### src/rtl/calc_arbiter.sv
// Two-port round-robin arbiter and sequencer for the 8-bit calculation unit.
// It holds the granted operands for the unit's latency and returns the result tagged with the requester ID.
module calc_arbiter #(
    parameter int unsigned CALC_LAT = 2,
    parameter int unsigned CNT_W    = 16
) (
    input  logic             clk,
    input  logic             rst,
    input  logic             req0_valid,
    output logic             req0_ready,
    input  logic [7:0]       req0_a,
    input  logic [7:0]       req0_b,
    input  logic [1:0]       req0_sel,
    input  logic             req0_cin,
    input  logic             req1_valid,
    output logic             req1_ready,
    input  logic [7:0]       req1_a,
    input  logic [7:0]       req1_b,
    input  logic [1:0]       req1_sel,
    input  logic             req1_cin,
    output logic             rsp_valid,
    input  logic             rsp_ready,
    output logic             rsp_id,
    output logic [7:0]       rsp_result,
    output logic [7:0]       calc_a,
    output logic [7:0]       calc_b,
    output logic [1:0]       calc_select,
    output logic             calc_cin,
    output logic             calc_rst,
    input  logic [7:0]       calc_result,
    output logic             busy,
    output logic [CNT_W-1:0] op_count
);
    localparam int unsigned LAT_W = 4;

    typedef enum logic [1:0] {
        IDLE = 2'd0,
        RUN  = 2'd1,
        RESP = 2'd2
    } state_t;

    state_t           state, state_nxt;
    logic [1:0]       rst_pipe;
    logic             rr, rr_nxt;
    logic [LAT_W-1:0] cnt, cnt_nxt;
    logic             rsp_valid_nxt, rsp_id_nxt, calc_cin_nxt, busy_nxt;
    logic [7:0]       rsp_result_nxt, calc_a_nxt, calc_b_nxt;
    logic [1:0]       calc_select_nxt;
    logic [CNT_W-1:0] op_count_nxt;
    logic             win, grant;

    assign calc_rst = rst_pipe[1];

    // The calculation unit stays in reset for two clocks after rst is released
    always_ff @(posedge clk or negedge rst) begin
        if (!rst) rst_pipe <= 2'b11;
        else      rst_pipe <= {rst_pipe[0], 1'b0};
    end

    // rr = 0 favours requester 0 when both are valid
    assign win   = (req0_valid && req1_valid) ? rr : req1_valid;
    assign grant = (state == IDLE) && !calc_rst && (req0_valid || req1_valid);

    always_comb begin
        state_nxt       = state;
        rr_nxt          = rr;
        cnt_nxt         = cnt;
        rsp_valid_nxt   = rsp_valid;
        rsp_id_nxt      = rsp_id;
        rsp_result_nxt  = rsp_result;
        calc_a_nxt      = calc_a;
        calc_b_nxt      = calc_b;
        calc_select_nxt = calc_select;
        calc_cin_nxt    = calc_cin;
        op_count_nxt    = op_count;
        req0_ready      = grant && !win;
        req1_ready      = grant && win;

        case (state)
            IDLE: begin
                if (grant) begin
                    calc_a_nxt      = win ? req1_a   : req0_a;
                    calc_b_nxt      = win ? req1_b   : req0_b;
                    calc_select_nxt = win ? req1_sel : req0_sel;
                    calc_cin_nxt    = win ? req1_cin : req0_cin;
                    rsp_id_nxt      = win;
                    rr_nxt          = !win;
                    cnt_nxt         = LAT_W'(CALC_LAT);
                    state_nxt       = RUN;
                end
            end
            RUN: begin
                cnt_nxt = cnt - LAT_W'(1);
                if (cnt == LAT_W'(1)) begin
                    rsp_result_nxt = calc_result;
                    rsp_valid_nxt  = 1'b1;
                    state_nxt      = RESP;
                end
            end
            RESP: begin
                if (rsp_ready) begin
                    rsp_valid_nxt = 1'b0;
                    op_count_nxt  = op_count + CNT_W'(1);
                    state_nxt     = IDLE;
                end
            end
            default: state_nxt = IDLE;
        endcase

        busy_nxt = (state_nxt != IDLE);
    end

    always_ff @(posedge clk or negedge rst) begin
        if (!rst) begin
            state       <= IDLE;
            rr          <= 1'b0;
            cnt         <= '0;
            rsp_valid   <= 1'b0;
            rsp_id      <= 1'b0;
            rsp_result  <= '0;
            calc_a      <= '0;
            calc_b      <= '0;
            calc_select <= '0;
            calc_cin    <= 1'b0;
            op_count    <= '0;
            busy        <= 1'b0;
        end else begin
            state       <= state_nxt;
            rr          <= rr_nxt;
            cnt         <= cnt_nxt;
            rsp_valid   <= rsp_valid_nxt;
            rsp_id      <= rsp_id_nxt;
            rsp_result  <= rsp_result_nxt;
            calc_a      <= calc_a_nxt;
            calc_b      <= calc_b_nxt;
            calc_select <= calc_select_nxt;
            calc_cin    <= calc_cin_nxt;
            op_count    <= op_count_nxt;
            busy        <= busy_nxt;
        end
    end
endmodule

### config.mk
export PLATFORM = sky130hd
export DESIGN_NAME = calc_arbiter
export DESIGN_NICKNAME = d
export VERILOG_FILES = /design/src/rtl/calc_arbiter.sv
export SDC_FILE = /design/constraint.sdc
export NUM_CORES = 1
export LEC_CHECK = 0
export ABC_AREA = 1
export CAP_MARGIN = 0
export CORE_ASPECT_RATIO = 1.1
export CORE_UTILIZATION = 41
export CTS_BUF_LIST = sky130_fd_sc_hd__clkbuf_2
export CTS_CLUSTER_DIAMETER = 40
export DETAILED_ROUTE_END_ITERATION = 16
export PLACE_DENSITY = 0.75
export SYNTH_ARGS = -nofsm -noshare
export SYNTH_HDL_FRONTEND = slang
export SYNTH_SLANG_ARGS = --single-unit
export TNS_END_PERCENT = 1
### constraint.sdc
create_clock -name clk -period 1.6 [get_ports clk]
set_clock_uncertainty 0.05 [all_clocks]
set_input_delay 0.32 -clock clk [delete_from_list [all_inputs] [get_ports clk]]
set_output_delay 0.32 -clock clk [all_outputs]
set_load 0.01 [all_outputs]
# Yosys cells after proc, flatten, opt, wreduce, memory -nomap -nowiden

Index checks and enable logic that the tools add are counted.

Bitwise gates (word level): 0
Multipliers: 0
Shift operators: 0
Multiplexer cells: 14
Reductions and logical operators: 17
Magnitude comparators: 0
Add/subtract/negate cells: 2
Div/mod/pow operators: 0
Equality and inequality tests: 6

Operators by type and width:

| cell                    | number |
|---|---|
| $add A16 B1 Y16 const B | 1 |
| $mux W8                 | 2 |
| $mux W2                 | 4 |
| $pmux W4 S2             | 1 |
| $reduce_and A2 Y1       | 4 |
| $ne A2 B2 Y1 const B    | 3 |
| $pmux W2 S3             | 1 |
| $reduce_bool A2 Y1      | 3 |
| $logic_and A1 B1 Y1     | 5 |
| $eq A4 B1 Y1 const B    | 1 |
| $mux W1                 | 4 |
| $mux W4                 | 1 |
| $sub A4 B1 Y4 const B   | 1 |
| $reduce_and A3 Y1       | 1 |
| $eq A2 B1 Y1 const B    | 1 |
| $eq A2 B2 Y1 const B    | 1 |
| $logic_not A1 Y1        | 2 |
| $logic_not A2 Y1        | 1 |
| $pmux W1 S2             | 1 |
| $logic_or A1 B1 Y1      | 1 |

Memories: 0
Logic and storage cells: 52
Input port bits: 51
Output and inout port bits: 49
Memory bits (read-only): 0
Register bits: 55
Bits in writable memories: 0
Latch bits: 0

# Logic depth before layout (Yosys ltp)

Depth in word-level cells: 6
Mapped depth: 9
Gate-level depth less buffers: 8

# Least setup slack after synthesis

OpenSTA, ideal clock, no wires.

Path kind: register to output
Start point: register state[1]
End point: output req1_ready
Buffers on the path: 1
Stages on the path, launching flop included: 7
Arrival time: 1.049 ns
Data required time: 1.230 ns
Path slack: 0.181 ns
Path through: dfrtp_1 > nor2_1 > o21ai_2 > nor2_4 > buf_4 > nand2_1 > inv_1

Cells in the longest elaborated chain, start to end: 4

RTL lines:

| item                              | RTL line | source |
|---|---|---|
| start: declaration                | 42       | `state_t state, state_nxt;` |
| start signal: assignment          | 128      | `state <= state_nxt;` |
| $logic_not A2 Y1                  | 62       | `assign grant = (state == IDLE) && !calc_rst && (req0_valid \|\| req1_valid);` |
| $logic_and A1 B1 Y1 (2 in series) | 62       |  |
| $logic_and A1 B1 Y1               | 77       | `req1_ready = grant && win;` |
| end: declaration                  | 16       | `output logic req1_ready,` |

No other way between the ends.

# Worst setup path after layout

Start point: register state[1]
End point: register rsp_id

Cells in the longest elaborated chain, start to end: 4

RTL lines:

| item                                 | RTL line | source |
|---|---|---|
| $logic_not A2 Y1 *                   | 62, 79   |  |
| $logic_and A1 B1 Y1 (2 in series)    | 62       |  |
| $reduce_and A2 Y1 (no source line) * | --       |  |
| end signal: assignment               | 132      | `rsp_id <= rsp_id_nxt;` |
| end: declaration                     | 23       | `output logic rsp_id,` |

Mark *: on every way between the ends. The rest lies on a longest branch, timed or not.
A chain may end at the register's enable or synchronous reset.

==> results.ini <==
[outcome]
status = complete, but fails checks
violations = negative setup slack

[finish]
area_growth_syn_to_layout_pct = 47.8
drive_gt1_share_pct = 13.7
nFillCells = 587
nets = 519
n_antenna_cell = 0

[routing]
top_layer = met4
wl_met3_um = 314
wl_met2_um = 3220
num_vias = 2549
drtIter0Drc = 129
dr.pass1.iters = 4
wirelength_um = 6440
drt-vias-per-instance = 4.67
wl_per_cell_um = 11.8
wl_met1_um = 2740
ant_nets = 0
drc = 0

[die]
start_util_pct = 42.6
core_mm2 = 0.00619
die_y_um = 86.1
dieArea_mm2 = 0.00676
ios = 100
die_w_um = 78.5
rows = 30

[power_and_ir_drop]
power_mw = 4.72
swShare_pct = 37.7
share_seq_of_total_power_pct = 44.2
p_switching_mw = 1.78
internal_power_mw = 2.94
vdd_drop_max_mv = 0.556
p_clk_share_pct = 10.7
p_comb_share_pct = 45.1
leakage_nw = 2.05
p_per_area_mw_per_mm2 = 1210

[sta]
worst_slack_ps = -249
fin_tns_setup_ps = -682
hold_violations = 0
fmaxAchievable_ghz = 0.541
finalCritPeriodShare_pct = 116
setup_viol = 3
report.final.slew_viol_count = 0
rsz0062_at_grt = yes
finalCriticalPeriod_ps = 1850

[hold_path]
min_path_type = reg -> reg
hold_depth = 0
min_to = rst_pipe[1]$_DFF_PN1_
min_from = rst_pipe[0]$_DFF_PN1_

[worst_setup_path]
slowest_delay_ps = 450
rr_worst_depth = 12
path_class = reg -> reg
crit_path_max_fanout = 4
cp-start-kind = flop
end_kind = flop
crit_path_top_delay_cell = dfrtp_1
arrival_ps = 2180
worstPathRequired_ps = 1930
critical_path.cell_chain = nor2_2 > o21ai_2 > nor2_4 > nand2_2 > buf_4 > buf_4 > buf_4 > buf_4 > buf_4 > buf_4 > buf_4 > nand2_1
r2r-end = rsp_id$_DFFE_PN0P_
reg2reg_setup_slack_ps = -250
path_common_cell = buf_4
r2r_start = state[1]$_DFF_PN0_
startpoint = state[1]$_DFF_PN0_

[run]
maxCapViolCount = 0

[logic_synthesis]
synth_top_cell_area_share_pct = 50.3
synthArstFlopShare_pct = 100
synth_seq_cells = 55
syn_inst = 340
synth.most_common_cell = nand2_1
yosysTopAreaCell = dfrtp_1
synth_edf_count = 0
synth_common_cells = nand2_1 (183), dfrtp_1 (53), inv_1 (23), nand3_1 (18), nor2_1 (14)
syn-num-nets = 394
ys_warn_count = 0
yosys_most_used_dff = dfrtp_1
synthesis.area_mm2 = 0.00264
synth_area_leaders = dfrtp_1 (50%), nand2_1 (26%), nand3_1 (3.4%)
synth_cell_types = 23
syn_area_per_cell_um2 = 7.76
ys_seq_area_share_pct = 52.3

[cts]
cts.sinks = 55
numCtsBuffers = 5
clockBufferDepth = 2
cts-root-buf = clkbuf_2
path_clk_slew_ps = 240
clkLatencyLatePin_ps = 410
cts_tree = yes
cts_htree_levels = 2

[global_route]
antenna_found_initial = 0
grt_pass1_vias = 2557
grt_overflow_total = 0
grt_max_degree = 56
grt_pass1_wl_um = 11200
grt_use_total_pct = 21.0

[placement]
dp_hpwl_um = 4700
port_buffers = 99
place_ws_ps = -494
gp_congestion = 0.823

flip-flops by register name (all words and copies together) (netlist names):
register	cells
rsp_result	8
calc_select	2
op_count	16
rst_pipe	2
state	2
calc_a	8
busy	1
rsp_id	1
calc_b	8
cnt	4
calc_cin	1
rsp_valid	1
rr	1
through the flow:
stage | hold slack, ps | utilization [%] | std cells | area [µm²]
floorplan | -25.6 | - | 340 | 2640
global placement | 292 | 61.3 | 524 | 3790
detailed placement | 292 | 61.3 | 524 | 3790
CTS | 312 | 62.8 | 545 | 3890
global route | 300 | 63.0 | 546 | 3900
finish | 325 | 63.0 | 546 | 3900
logic make-up after synthesis:
group	Yosys count	share of synthesized area, %
buffers and inverters	34	5.50
adder cells (fa/ha/maj)	3	1.42
other	1	0.142
flip-flops	55	52.3
AO/OA/AOI/OAI	9	1.90
XOR/XNOR	9	2.99
AND/OR/NAND/NOR	229	35.8
power by group through the flow:
stage	clock, mW	combinational [mW]	sequential [mW]
floorplan	0	0.900	2.30
global placement	0	2.27	2.12
detailed placement	0	2.32	2.13
CTS	0.543	2.11	2.09
global route	0.597	2.40	2.15
finish	0.506	2.13	2.09
how the worst max path moves through the flow:
stage / to / depth (start not counted)
2_1_floorplan: req1_ready / 6
3_3_place_gp: req1_ready / 6
3_5_place_dp: req1_ready / 6
4_1_cts: req0_ready / 6
5_1_grt: req0_ready / 6
6_report: rsp_id$_DFFE_PN0P_ / 12
worst max-delay path: cells and delay by family, from the launching register on:
kind / cells / cell delay [ps]
buf+inv: 7 / 850
flops: 1 / 450
simple gates: 4 / 380
compound gates: 1 / 90
repair_timing:
item / CTS / global route
hold buffers: 1 / 0
endpoints found under the hold margin: 53 / 0
endpoints found under the setup margin: 49 / 40
pin swaps: 4 / 2
cloned: 0 / 0
gates resized for setup: 72 / 31
buffers inserted: 12 / 1
layout make-up:
cell class                      count  area [µm²]  area share (%)
Clock buffer                        6        30.0           0.770
Clock inverter                      2        7.51           0.192
Inverter                           24        90.1            2.31
Multi-Input combinational cell    251        1120            28.8
Sequential cell                    55        1390            35.5
Tap cell                           80         100            2.57
Timing Repair Buffer              128        1160            29.8
metal layers:
metal / up-vias / global-route usage [%]
li1: 1291 / -
met1: 1174 / 25.0
met2: 68 / 37.3
met3: 16 / 4.68
met4: 0 / 6.90
met5: - / 0
layout by cell type (no fill, tap or decap), types with 3 or more instances in the layout:
cell type / n
nand2_1: 180
clkdlybuf4s50_1: 49
dfrtp_1: 47
buf_4: 27
inv_1: 22
dlygate4sd2_1: 22
nand3_1: 18
clkdlybuf4s15_1: 18
nor2_1: 13
clkbuf_2: 12
xnor2_1: 7
nand4_1: 6
dfrtp_2: 6
o21ai_0: 5
nand2_2: 3
nor2_4: 3
ha_1: 3
No activity file was read; power rests on OpenSTA's default activity.
==> RTL change, RTL diff (config.mk and constraints unchanged) <==
Make the reset (`rst`) synchronous in 2 clocked blocks.
--- a/src/rtl/calc_arbiter.sv
+++ b/src/rtl/calc_arbiter.sv
@@ -52,7 +52,7 @@
     assign calc_rst = rst_pipe[1];
 
     // The calculation unit stays in reset for two clocks after rst is released
-    always_ff @(posedge clk or negedge rst) begin
+    always_ff @(posedge clk) begin
         if (!rst) rst_pipe <= 2'b11;
         else      rst_pipe <= {rst_pipe[0], 1'b0};
     end
@@ -110,7 +110,7 @@
         busy_nxt = (state_nxt != IDLE);
     end
 
-    always_ff @(posedge clk or negedge rst) begin
+    always_ff @(posedge clk) begin
         if (!rst) begin
             state       <= IDLE;
             rr          <= 1'b0;
Function: differs if rst is asserted again (counterexample within 4 cycles, from zero or initial values and one cycle with rst low); with rst held inactive, the same outputs for 10 cycles.
==> RTL change against the unedited design <==
Sequential cell count unchanged. Final area increased by 0.42%. Routed wire length about the same. The flow still finishes with violations (setup timing). Hold slack got worse by 93 ps. Maximum frequency increased by 5.6%. Area after synthesis decreased by 3.7%. Worst setup slack improved by 98 ps.
Power is not compared: it rests on default switching activity, and its combinational part moved more than twofold at a synthesized area within 25%.
==> RTL change: results (changes against the unedited design) <==
| Metric | Value |
|---|---|
| CP arrival | `1380 ps (-800 ps)` |
| Synth top area cells | `dfxtp_1, nand2_1, nor2_1` |
| Yosys warnings | `0 (unchanged)` |
| Inst Count DP | `562 (+7.3%)` |
| Mapped Nets | `430 (+9.1%)` |
| Clk_lat worst skew | `460 ps (+50 ps)` |
| Hold WC Path Type | `input port to flip-flop` |
| Status | `finished, violations left` |
| DR iter-0 viols | `97 (-25%)` |
| Clock transition at the registers of the reported paths | `280 ps (+40 ps)` |
| Layout cells sized above 1 | `0.2218 (+0.08444)` |
| Clock Path Buffers | `2 (unchanged)` |
| Antenna Nets Post-Route | `0 (unchanged)` |
| Synth async-reset ratio | `0 (-1.000)` |
| DRT Pass-1 Iters | `4 (unchanged)` |
| Pre-CTS setup slack | `-591.4 ps (-97.15 ps)` |
| DR WL/cell | `11.23 um (-4.8%)` |
| Maximum VDD drop | `390.0 uV` |
| Final WS setup | `-150.9 ps (+97.70 ps)` |
| DPL Wire Length | `4927 um (+4.8%)` |
| Post-synth top cells | `nand2_1, dfxtp_1, nor2_1` |
| Top reg by flops | `op_count` |
| Vias per cell | `4.787 (+2.5%)` |
| Final nets | `549 (+5.8%)` |
| Root Buffer | `clkbuf_2` |
| Max FFs per register | `16 (unchanged)` |
| Vias | `2,743 (+7.6%)` |
| First-pass GRT wire length | `11,390 um (+1.5%)` |
| Ant diodes | `0 (unchanged)` |
| Seq/Total Area, Yosys | `0.4333 (-0.08924)` |
| Slowest cell on crit path | `clkdlybuf4s50_1` |
| R2r setup slk | `180 ps (+430 ps)` |
| IO Port Bufs | `99 (unchanged)` |
| GRT Resource Usage Total | `0.2135 (+0.003910)` |
| CP max FO | `4 (unchanged)` |
| Mean Syn Cell Area | `6.758 um2 (-13%)` |
| Final setup TNS | `-268.7 ps (+413.5 ps)` |
| Slew headroom | `0.7927` |
| CP top delay family | `buffers and inverters` |
| RePlAce Congestion | `0.8445 (+2.6%)` |
| Count of cell types in the netlist | `28 (+22%)` |
| Worst path max stage delay | `450 ps (about the same)` |
| Primary FF master, synth | `dfxtp_1` |
| Largest net degree at the start of global routing | `20 (-64%)` |
| # H-tree levels | `2 (unchanged)` |
| Setup violations, final | `2 (-1)` |
| Initial antenna violation count | `0 (unchanged)` |
| Failing checks | `setup timing` |
| Fillers | `538 (-8.3%)` |
| Sw Share | `0.2621` |
| Clock buffer count from CTS | `5 (unchanged)` |
| Lkg Pwr | `1.841 nW` |
-- RTL change: cell count changes in the layout (fill, tap and decap cells not counted), moves of 6 or more --
cell,change
nand2_1,-48
dfrtp_1,-47
dfxtp_2,+42
nor2_1,+35
a21oi_1,+28
dlygate4sd2_1,+19
clkdlybuf4s15_1,-14
o21ai_0,+9
clkbuf_2,-7
dfxtp_1,+7
xnor2_1,-7
dfrtp_2,-6
dfxtp_4,+6
-- RTL change: logic make-up after synthesis --
| kind of cell | share of synthesized area |
|---|---|
| AOI/OAI and AO/OA | 0.1009 |
| buffers and inverters | 0.07533 |
| adders and majority gates | 0.01477 |
| xor gates and xnor gates | 0.003447 |
| DFF | 0.4333 |
| and+or+nand+nor | 0.3722 |
-- RTL change: final timing paths --
check,to,from,depth (start not counted)
max,req0_ready,req0_valid,6
min,rsp_id,req1_valid,5
max reg2reg,busy,state[1],9
min reg2reg,rst_pipe[1],rst_pipe[0],1
-- RTL change: layout make-up --
cell class                      instances  area [um2]  area share
Multi-Input combinational cell        275        1280      0.3267
Sequential cell                        55        1176      0.3002
Timing Repair Buffer                  125        1167      0.2980
Inverter                               33       126.4     0.03226
Tap cell                               77       96.34     0.02459
Clock inverter                          3       46.29     0.01182
Clock buffer                            5       25.02    0.006388
-- RTL change: per-layer routing --
metal,vias up,track usage,part of all wire
li1,1418,-,-
met1,1235,0.2327,0.43
met2,77,0.3953,0.49
met3,13,0.05761,0.060
met4,0,0.07376,0.016
met5,-,0,0
-- RTL change: repair_timing --
action | 4_1_cts | 5_1_grt
setup endpoints to repair | 49 | 7
resized for setup | 110 | 20
pin swaps | 1 | 3
setup buffers | 1 | 2
-- RTL change: worst register-to-register path, stage by stage (launching register included) --
cell and delay [ps]:
dfxtp_2 410, inv_2 50, buf_4 120, buf_4 120, nand2_2 110, inv_2 90
nand2_4 130, inv_4 70, nor2_1 130, a21oi_1 80
-- RTL change: power groups by stage --
stage	registers, mW	logic (mW)	clock network (mW)
floorplan	1.48	0.194	0
finish	1.44	0.465	0.717
CTS	1.44	0.453	0.744
detailed placement	1.47	0.470	0
global route	1.45	0.518	0.809
global placement	1.47	0.464	0
-- RTL change: metrics by stage --
| stage | cell area [um2] | hold slack (ps) | power (mW) | util |
|---|---|---|---|---|
| 2_1_floorplan | 2541 | 342.5 | 1.675 | - |
| 3_3_place_gp | 3749 | 344.7 | 1.932 | 0.6377 |
| 3_5_place_dp | 3749 | 364.7 | 1.939 | 0.6377 |
| 4_1_cts | 3837 | 344.2 | 2.637 | 0.6528 |
| 5_1_grt | 3918 | 188.9 | 2.773 | 0.6665 |
| 6_report | 3918 | 231.6 | 2.619 | 0.6665 |
